**src/rtl/jac1_pkg.sv**
```systemverilog
// Shared JAC1 sequencer types and instruction-field constants.
// The decoder imports the same opcode-field definitions.
package jac1_pkg;

  typedef enum logic [2:0] {
    ST_HALT,
    ST_FETCH,
    ST_DECODE,
    ST_EXECUTE,
    ST_WRITEBACK
  } state_e;

  localparam int         JAC1_IR_W     = 16;
  localparam int         JAC1_OPC_W    = 5;
  localparam int         JAC1_OPC_MSB  = JAC1_IR_W - 1;
  localparam int         JAC1_OPC_LSB  = JAC1_IR_W - JAC1_OPC_W;
  localparam logic [4:0] JAC1_HALT_OPC = 5'h1F;

endpackage

```
**src/rtl/jac1_fetch_timer.sv**
```systemverilog
// Counts FETCH wait cycles; timeout flags the last cycle a fetch may still be acked.
module jac1_fetch_timer #(
  parameter int MEM_TIMEOUT = 15
) (
  input  logic clk,
  input  logic rst,
  input  logic clr,
  input  logic en,
  output logic timeout
);

  localparam int W = (MEM_TIMEOUT > 1) ? $clog2(MEM_TIMEOUT) : 1;

  logic [W-1:0] cnt_q;

  always_ff @(posedge clk or posedge rst) begin
    if (rst) begin
      cnt_q <= '0;
    end else if (clr) begin
      cnt_q <= '0;
    end else if (en) begin
      cnt_q <= cnt_q + W'(1);
    end
  end

  assign timeout = (cnt_q == W'(MEM_TIMEOUT - 1));

endmodule

```
**src/rtl/jac1_sequencer.sv**
```systemverilog
// JAC1 multi-cycle sequencer: fetch/decode/execute/write-back with run, halt,
// single-step, fetch timeout and a retired-instruction counter.
module jac1_sequencer
  import jac1_pkg::*;
#(
  parameter int                       PC_WIDTH      = 8,
  parameter int                       IRWidth       = JAC1_IR_W,
  parameter int                       NumOpCodeBits = JAC1_OPC_W,
  parameter logic [NumOpCodeBits-1:0] HALT_OPCODE   = JAC1_HALT_OPC,
  parameter int                       MEM_TIMEOUT   = 15,
  parameter int                       CNT_WIDTH     = 16
) (
  input  logic                 clk,
  input  logic                 sys_res,
  input  logic                 run,
  input  logic                 step,
  output logic                 mem_req,
  input  logic                 mem_ack,
  input  logic [IRWidth-1:0]   ir_in,
  output logic [IRWidth-1:0]   ir,
  input  logic                 dec_wr_en,
  input  logic                 dec_stat_wr_en,
  input  logic                 dec_cnt_wr_en,
  output logic                 reg_wr_en,
  output logic                 stat_wr_en,
  output logic                 pc_load,
  output logic                 pc_inc,
  output logic                 halted,
  output logic                 mem_err,
  output logic [CNT_WIDTH-1:0] instr_cnt
);

  // PC_WIDTH only documents the pairing with the PC block.
  if (PC_WIDTH > 0) begin : g_pc_width_ok
  end

  state_e                 state_q;
  logic                   step_q;
  logic                   mem_err_q;
  logic [IRWidth-1:0]     ir_q;
  logic [CNT_WIDTH-1:0]   cnt_q;
  logic                   timer_clr;
  logic                   timer_en;
  logic                   timeout;
  logic                   in_wb;

  // Holding the timer clear outside FETCH guarantees it starts at zero on entry.
  assign timer_clr = (state_q != ST_FETCH);
  assign timer_en  = (state_q == ST_FETCH) && !mem_ack;

  jac1_fetch_timer #(
    .MEM_TIMEOUT(MEM_TIMEOUT)
  ) u_fetch_timer (
    .clk    (clk),
    .rst    (sys_res),
    .clr    (timer_clr),
    .en     (timer_en),
    .timeout(timeout)
  );

  always_ff @(posedge clk or posedge sys_res) begin
    if (sys_res) begin
      state_q   <= ST_HALT;
      step_q    <= 1'b0;
      mem_err_q <= 1'b0;
      ir_q      <= '0;
      cnt_q     <= '0;
    end else begin
      case (state_q)
        ST_HALT: begin
          if (!mem_err_q) begin
            if (run) begin
              state_q <= ST_FETCH;
            end else if (step) begin
              step_q  <= 1'b1;
              state_q <= ST_FETCH;
            end
          end
        end
        ST_FETCH: begin
          // An ack in the final allowed cycle wins over the timeout.
          if (mem_ack) begin
            ir_q    <= ir_in;
            state_q <= ST_DECODE;
          end else if (timeout) begin
            mem_err_q <= 1'b1;
            step_q    <= 1'b0;
            state_q   <= ST_HALT;
          end
        end
        ST_DECODE: begin
          if (ir_q[IRWidth-1 -: NumOpCodeBits] == HALT_OPCODE) begin
            step_q  <= 1'b0;
            state_q <= ST_HALT;
          end else begin
            state_q <= ST_EXECUTE;
          end
        end
        ST_EXECUTE: begin
          state_q <= ST_WRITEBACK;
        end
        ST_WRITEBACK: begin
          cnt_q <= cnt_q + CNT_WIDTH'(1);
          if (run && !step_q) begin
            state_q <= ST_FETCH;
          end else begin
            step_q  <= 1'b0;
            state_q <= ST_HALT;
          end
        end
        default: begin
          step_q  <= 1'b0;
          state_q <= ST_HALT;
        end
      endcase
    end
  end

  assign in_wb      = (state_q == ST_WRITEBACK);
  assign mem_req    = (state_q == ST_FETCH);
  assign halted     = (state_q == ST_HALT);
  assign reg_wr_en  = in_wb && dec_wr_en;
  assign stat_wr_en = in_wb && dec_stat_wr_en;
  assign pc_load    = in_wb && dec_cnt_wr_en;
  assign pc_inc     = in_wb && !dec_cnt_wr_en;
  assign ir         = ir_q;
  assign mem_err    = mem_err_q;
  assign instr_cnt  = cnt_q;

endmodule

```
**config.mk**
```make
export PLATFORM = sky130hd
export DESIGN_NAME = jac1_sequencer
export DESIGN_NICKNAME = d
export VERILOG_FILES = /design/src/rtl/jac1_pkg.sv /design/src/rtl/jac1_fetch_timer.sv /design/src/rtl/jac1_sequencer.sv
export SDC_FILE = /design/constraint.sdc
export NUM_CORES = 1
export LEC_CHECK = 0
export CAP_MARGIN = 5
export CORE_MARGIN = 5
export CORE_UTILIZATION = 48
export CTS_CLUSTER_DIAMETER = 40
export DETAILED_ROUTE_END_ITERATION = 8
export GPL_ROUTABILITY_DRIVEN = 0
export PLACE_DENSITY = 0.95
export SYNTH_ARGS = -nofsm -noshare
export SYNTH_HDL_FRONTEND = slang
export SYNTH_SLANG_ARGS = --single-unit
```
**constraint.sdc**
```tcl
create_clock -name clk -period 4.2 [get_ports clk]
set_input_delay 0.84 -clock clk [delete_from_list [all_inputs] [get_ports clk]]
set_output_delay 0.84 -clock clk [all_outputs]
set_load 0.02 [all_outputs]
```
# --- Yosys cells after proc, flatten, opt, wreduce, memory -nomap -nowiden ---
# Cells that the tools add are included.
totals:
  ff_bits: 41
  inputBits: 24
  output_inout_bits: 39
  word_cells: 59
op_classes:
  n_addsub: 2
  eq_ne: 16
  bitwise_logic: 2
  n_mux: 18
  reduce_logical: 15
op_table:
  columns: ["cell", "count"]
  rows:
  - ["16-bit by 1-bit adder with 16-bit output (second input constant)", 1]
  - ["3-bit 2-to-1 mux", 5]
  - ["3-bit case mux with 5 select lines", 1]
  - ["2-bit != test (second input constant)", 6]
  - ["1-bit 2-to-1 mux", 8]
  - ["4-bit 2-to-1 mux", 2]
  - ["8-bit AND reduction", 1]
  - ["3-bit by 2-bit == test with 1-bit output (second input constant)", 2]
  - ["1-bit logical AND", 6]
  - ["3-bit by 1-bit != test with 1-bit output (second input constant)", 2]
  - ["3-bit AND reduction", 2]
  - ["5-bit == test (second input constant)", 1]
  - ["1-bit case mux with 5 select lines", 1]
  - ["4-bit by 1-bit adder with 4-bit output (second input constant)", 1]
  - ["4-bit == test (second input constant)", 1]
  - ["3-bit by 1-bit == test with 1-bit output (second input constant)", 1]
  - ["3-bit == test (second input constant)", 1]
  - ["1-bit zero test", 3]
  - ["3-bit zero test", 1]
  - ["3-bit != test (second input constant)", 1]
  - ["2-bit 2-to-1 mux", 1]
  - ["2-bit by 1-bit != test with 1-bit output (second input constant)", 1]
  - ["1-bit inverter", 2]
  - ["2-bit AND reduction", 1]
  - ["2-bit nonzero test", 1]

# --- Depth between registers and ports, before layout ---
# Gate-level depths: netlist (run 1).
logic_depth:
  depth_word: 4
  depth_mapped: 6
  ltp_nobuf: 6

# --- Hierarchy ---
# A second synthesis (run 1) with hierarchy kept.
hier_totals:
  cells_unflattened: 152
  area_unflattened_um2: 1904.3
modules_own_cells:
  columns: ["module", "cells_each", "instances", "area_per_inst_um2"]
  rows:
  - ["jac1_sequencer", 132, 1, 1687.9]
  - ["jac1_fetch_timer", 20, 1, 216.5]

# --- Worst setup path after synthesis (run 1) ---
# No wires, ideal clock.
synth_timing:
  kind: "input -> register"
  startpoint: "in mem_ack"
  endpoint: "reg ir_q[0], in the netlist ir[0]"
  setup_ns: 0.125
  n_path_buf: 2
  required_time_ns: 4.075
  stages: 5
  path_slack_ns: 2.189
  arrival_ns: 1.886
  path_cell_list: "clkbuf_1 inv_1 nor2_4 buf_4 mux2_2"
synth_via:
  elab_chain_len: 1
synth_lines:
  columns: ["element", "line_no", "source"]
  rows:
  - ["start, declared", "jac1_sequencer.sv:18", "input logic mem_ack,"]
  - ["2-bit AND reduction (no line)", null, null]
  - ["end signal, assigned", "jac1_sequencer.sv:83", "ir_q <= ir_in;"]
  - ["end, declared", "jac1_sequencer.sv:40", "logic [IRWidth-1:0] ir_q;"]
# Every way passes these cells.
# A chain may end at the register's enable or synchronous reset.

# --- Worst setup path after layout (run 1) ---
layout_timing:
  startpoint: "in dec_cnt_wr_en"
  endpoint: "out pc_load"
layout_via:
  elab_chain_len: 1
layout_lines:
  columns: ["element", "line_no", "source"]
  rows:
  - ["start, declared", "jac1_sequencer.sv:23", "input logic dec_cnt_wr_en,"]
  - ["1-bit logical AND", "jac1_sequencer.sv:124", "assign pc_load = in_wb && dec_cnt_wr_en;"]
  - ["end, declared", "jac1_sequencer.sv:26", "output logic pc_load,"]
# Every way passes these cells.

==> results by group, run 1 <==
Placed design
  – Area after DPL: 0.002495 mm²
  – Port Buffers: 62
  – Dpl hpwl: 2850 µm

Synth
  – Post-synthesis cell type count: 33
  – Post-Synthesis Cells: 157
  – Ys Warns: 0
  – Post-Syn Area: 0.001834 mm²
  – Syn_area_per_cell: 11.68 µm²
  – Asr flop ratio synth: 1.000
  – #FFs+latches synth: 41
  – Syn_nets: 184
  – Primary FF master, synth: dfrtp_1
  – EDFF count, synth: 0
  – Sequential-to-total area share from yosys stat: 0.5593

Power and ir drop
  – Peak VDD IR: 0.3578 mV
  – Switching portion of total power: 0.3641
  – Clock power frac: 0.168
  – Power share of the combinational group: 0.430
  – Internal power: 0.9699 mW
  – Pwr Density: 590.0 mW/mm²
  – Seq pwr share: 0.402
  – NetSw: 0.5552 mW
  – Total power draw: 1.525 mW
  – Leakage power figure: 1.110 nW

Critical path
  – CP required: 3.36 ns
  – CP endpoint kind: output pin
  – Slowest CP cell: clkdlybuf4s50_1
  – CP arrival: 2.06 ns
  – R2r setup slk: 2.38 ns
  – R2R Path End: ir[6]
  – Setup crit start: dec_cnt_wr_en
  – CP Cell Sequence: clkdlybuf4s50_1, and3_1, clkdlybuf4s50_1
  – Startpoint types: primary input
  – Crit-path max cell delay: 0.59 ns
  – Top cell by count, worst path: clkdlybuf4s50_1
  – Maximum fanout along the worst path: 2
  – Class of the most critical setup path: in -> out
  – Worst setup path endpoint: pc_load
  – Worst R2R Start: state_q[2]
  – Worst reg-to-reg path cell count: 4

STA
  – Worst-margin pin slew: 0.5178 ns
  – Worst Skew: 0.007002 ns
  – F_max: 344.2 MHz
  – Final setup fails: 0
  – Fin. Hold Viols: 0
  – Max-Slew Margin vs Limit: 0.6548
  – Post-layout min period: 2.905 ns
  – Fin crit share: 0.6917
  – Fin Setup TNS: 0 ns
  – RSZ-0062 raised after global routing: false
  – Fin. max-slew vios: 0

Drt
  – Initial DRC count: 102
  – DRT Wirelength: 3824 µm
  – Routed wire length per instance: 14.11 µm
  – Pre-antenna DRT Iters: 4
  – Routed vias: 1406
  – Vias per Instance: 5.188
  – Post-DRT Antenna Nets: 0
  – DRC viols: 0

Finish
  – Storage cell area: 0.001026 mm²
  – # fillers: 294
  – Antenna cells: 0
  – Multi-input gate area: 747.0 µm²
  – Layout cells sized above 1: 0.1390
  – Fin util: 0.7008
  – Nets@finish: 249
  – Synth-to-Final Area Change: 40.93%
  – Final instance area: 0.002585 mm²

CTS
  – Clk root buf: clkbuf_8
  – Clock sink count: 41
  – H-tree lvl count: 2
  – Setup repair bufs after CTS: 0
  – CTS Buf Count: 5
  – Clock Pin Slew Worst Setup and Hold Paths: 0.08 ns
  – CTS tree: yes
  – Worst skew pair latency: 0.29 ns
  – # hold bufs at CTS: 0
  – Max Root-Sink Buffers: 2
  – Post-CTS sizing: 0

Floorplanning
  – Die Wd: 71.82 µm
  – Die Area: 0.005157 mm²
  – FP Rows: 22
  – Core Area: 0.003689 mm²
  – Total I/O pin count: 63
  – Starting Density: 0.4973
  – Height of the die: 71.82 µm

Global routing
  – Antenna violations before repair: 0
  – Grt met3 use: 0.06311
  – GRT Resource Usage Total: 0.1572
  – Global-route wire length before repair: 6403 µm
  – Total grt overflow: 0
  – GR peak layer: met2
  – Grt met2 use: 0.2612
  – Met1 Track Usage GR: 0.1859
  – Number of global-route vias before repair: 1359
  – Largest net degree at the start of global routing: 42

Min path
  – Worst min path class: reg -> reg
  – Hold path startpoint: instr_cnt[7]

Flow run
  – Max-cap violations: 0

Run status
  – Outcome: complete, no violations
layout make-up:
type                    instances  area share
well taps                      48     0.02323
flip-flops and latches         41      0.3969
clock inverters                 3    0.008228
repair buffers                 63      0.2430
clock buffers                   5     0.02662
multi-input cells             102      0.2890
inverters                       9     0.01307
metal layers:
layer,share of wire,wire (µm)
met2,0.50,1895
met1,0.40,1526
met5,0,0
met4,0.013,48
met3,0.092,353
cells in the final DEF (no fill, tap or decap), types with 2 or more instances in the layout:
cell type        count
clkdlybuf4s50_1     62
dfrtp_1             41
mux2_2              17
nor2_1              13
xnor2_1              9
xor2_1               9
inv_1                9
nor3_1               8
nand3_1              7
nand2_1              6
clkbuf_8             5
nand4_1              4
and3_1               4
o21ai_0              3
ha_1                 3
a31oi_1              2
a21oi_1              2
worst min-delay path by stage:
stage	to	slack (ns)	cells after the start
after detailed placement	instr_cnt[15]	0.47	1
after CTS	instr_cnt[15]	0.49	1
final	instr_cnt[7]	0.48	1
after global routing	instr_cnt[15]	0.49	1
after global placement	instr_cnt[15]	0.46	1
after floorplan	u_fetch_timer.cnt_q[3]	0.53	2
cells by family after synthesis:
kind of cell,Yosys count,synth area share
AND/OR/NAND/NOR,55,0.1671
flip-flops,41,0.5593
XOR/XNOR,18,0.08595
multiplexers,17,0.1044
buffers and inverters,14,0.03342
AO/OA/AOI/OAI,9,0.02933
adder cells (fa/ha/maj),3,0.02047
power groups by stage:
stage	combinational (mW)	sequential (mW)	clock [mW]
2_1_floorplan	0.289	0.701	0
3_3_place_gp	0.650	0.612	0
3_5_place_dp	0.663	0.623	0
4_1_cts	0.666	0.616	0.265
5_1_grt	0.704	0.639	0.281
6_report	0.656	0.613	0.256
synth_stat cells (2+ instances only):
cell,number,area (µm²)
clkbuf_1,2,7.510
mux2_2,17,191.4
xor2_1,9,78.83
xnor2_1,9,78.83
a21oi_1,2,10.01
inv_1,9,33.78
a31oi_1,2,12.51
nand2_1,6,22.52
nand3_1,7,35.03
and3_1,4,25.02
buf_4,2,15.01
nor2_1,13,48.80
nor3_1,8,40.04
dfrtp_1,41,1026
ha_1,3,37.54
nand4_1,4,25.02
o21ai_0,3,15.01
per-stage QoR:
step           cells  setup slack [ns]  hold slack (ns)
2_1_floorplan    157             2.189           0.5265
3_3_place_gp     263             1.305           0.4560
3_5_place_dp     263             1.290           0.4741
4_1_cts          271             1.285           0.4850
5_1_grt          271             1.232           0.4898
6_report         271             1.295           0.4846
critical path: cells and delay by family:
kind                   cells  cell delay, ns
buffers and inverters      2            1.07
and+or+nand+nor            1            0.15
flip-flops by register name (all words and copies together) (netlist names):
register	count
u_fetch_timer.cnt_q	4
mem_err	1
instr_cnt	16
ir	16
state_q	3
step_q	1
No activity file was read; power rests on OpenSTA's default activity.
==> inputs of run 2 (changes only) <==
- CORE_UTILIZATION: 48 -> 45
- PLACE_DENSITY: 0.95 -> 0.91
- clock period: 4.2 -> 2.7 ns (I/O delays scaled with it)
==> run 2 against run 1 <==
Net effect: critical path type is now reg -> out; via count fell by 0.43%; sequential share of layout area about the same; final cell count rose by 0.37%; largest cell class unchanged; clock power up 54%; critical path depth is 1 higher; sequential power increased by 56%; clock-buffer cell count up 2.
==> results by group, run 2 (synthesis results as in run 1) <==
Run status
  – Outcome: complete, no violations

Critical path
  – Worst path bufs/invs: 1
  – Class of the most critical setup path: reg -> out
  – CP required: 2.16 ns
  – Crit-path max cell delay: 0.61 ns
  – Slowest CP cell: clkdlybuf4s50_1
  – CP Cell Sequence: nor2_2, nand2_1, nor2_1, clkdlybuf4s50_1
  – Maximum fanout along the worst path: 9
  – CP endpoint kind: output pin
  – CP arrival: 1.90 ns
  – CP top delay family: buffers and inverters
  – Worst reg-to-reg path cell count: 4
  – Startpoint types: register
  – CP Depth: 4

Finish
  – Synth-to-Final Area Change: 40.86%
  – Nets@finish: 249
  – Layout cells sized above 1: 0.1306
  – Commonest cells after routing, fill and taps aside: 62 x clkdlybuf4s50_1, 41 x dfrtp_1, 17 x mux2_2
  – Most common cell after layout, fill and taps aside: clkdlybuf4s50_1
  – Antenna cells: 0

Global routing
  – Antenna violations before repair: 0
  – Largest net degree at the start of global routing: 42
  – GRT Resource Usage Total: 0.1500
  – Total grt overflow: 0
  – Number of global-route vias before repair: 1354
  – Global-route wire length before repair: 6175 µm

Placed design
  – Port Buffers: 62
  – Dpl hpwl: 2859 µm

Flow run
  – Max-cap violations: 0

Floorplanning
  – Die Wd: 73.85 µm
  – FP Rows: 23
  – Die Area: 0.005453 mm²
  – Core Area: 0.003971 mm²
  – Height of the die: 73.85 µm
  – Starting Density: 0.4619
  – Total I/O pin count: 63

CTS
  – Worst skew pair latency: 0.29 ns
  – Clock Pin Slew Worst Setup and Hold Paths: 0.07 ns
  – CTS tree: yes
  – H-tree lvl count: 2
  – Clock sink count: 41
  – CTS Buf Count: 5
  – Max Root-Sink Buffers: 2
  – # hold bufs at CTS: 0
  – Post-CTS sizing: 0
  – Setup repair bufs after CTS: 0
  – Clk root buf: clkbuf_8

Drt
  – DRT Wirelength: 3837 µm
  – Pre-antenna DRT Iters: 4
  – Post-DRT Antenna Nets: 0
  – DRC viols: 0
  – Vias per Instance: 5.147
  – Routed wire length per instance: 14.11 µm
  – Routed vias: 1400
  – Initial DRC count: 41

STA
  – Fin. max-slew vios: 0
  – Fin. Hold Viols: 0
  – RSZ-0062 raised after global routing: false
  – Fin Setup TNS: 0 ns
  – Worst Skew: 0.006824 ns
  – Post-layout min period: 2.443 ns
  – Max-Slew Margin vs Limit: 0.6614
  – Final setup fails: 0
  – Fin crit share: 0.9049
  – F_max: 409.3 MHz
  – Worst-margin pin slew: 0.5079 ns

Min path
  – Worst min path class: reg -> reg
  – Hold-critical path depth: 1

Power and ir drop
  – Total power draw: 2.375 mW
  – Peak VDD IR: 0.5396 mV
  – Leakage power figure: 1.110 nW
  – Pwr Density: 919.1 mW/mm²
## run 2: cell types whose count changed in the layout (fill, tap and decap cells not counted)
cell,before,now
clkinvlp_4,1,0
clkbuf_8,5,6
clkbuf_1,0,1
clkinv_2,1,0
inv_6,1,0
## run 2: layout make-up
| cell class | instances | area [µm²] |
|---|---|---|
| inverter | 9 | 33.78 |
| multi-input combinational | 102 | 747.0 |
| tap | 50 | 62.56 |
| sequential | 41 | 1026 |
| timing repair buffer | 63 | 628.1 |
| fill | 320 | 1388 |
| clock buffer | 7 | 86.33 |
## run 2: worst paths after layout
kind / from / end / slack (ns)
min in group asynchronous: sys_res / ir[13] / 0.67
hold reg to reg: instr_cnt[15] / instr_cnt[15] / 0.48
setup reg to reg: state_q[2] / ir[4] / 0.84
hold / removal: instr_cnt[15] / instr_cnt[15] / 0.48
max in group asynchronous: sys_res / ir[14] / 1.68
setup / recovery: state_q[1] / pc_inc / 0.26
## run 2: metrics by stage
step / hold WS (ns) / cell area, µm² / instances / worst slack, ns / utilization
final: 0.4777 / 2584 / 272 / 0.2569 / 0.6506
after global routing: 0.5125 / 2584 / 272 / 0.1514 / 0.6506
after CTS: 0.4782 / 2584 / 272 / 0.2636 / 0.6506
after detailed placement: 0.4686 / 2497 / 265 / 0.4068 / 0.6289
after global placement: 0.4640 / 2497 / 265 / 0.4084 / 0.6289
after floorplan: 0.5265 / 1834 / 157 / 0.9888 / -
## run 2: worst register-to-register path, delay by kind of cell, from the launching register on
kind,cells,cell delay (ns)
DFF,1,0.50
and+or+nand+nor,3,0.84
muxes,1,0.40
## run 2: metal layers
layer / GRT usage / part of all wire / wire [µm] / vias to the layer above
li1: - / - / - / 667
met1: 0.1774 / 0.44 / 1676 / 688
met2: 0.2490 / 0.49 / 1891 / 39
met3: 0.05062 / 0.057 / 220 / 6
met4: 0.06036 / 0.013 / 48 / 0
met5: 0 / 0 / 0 / -
## run 2: report_power, final
| part | total (mW) | switching (mW) | internal [mW] |
|---|---|---|---|
| combinational | 1.02 | 0.493 | 0.531 |
| sequential | 0.955 | 0.157 | 0.797 |
| clock | 0.395 | 0.192 | 0.203 |
| total | 2.37 | 0.843 | 1.53 |
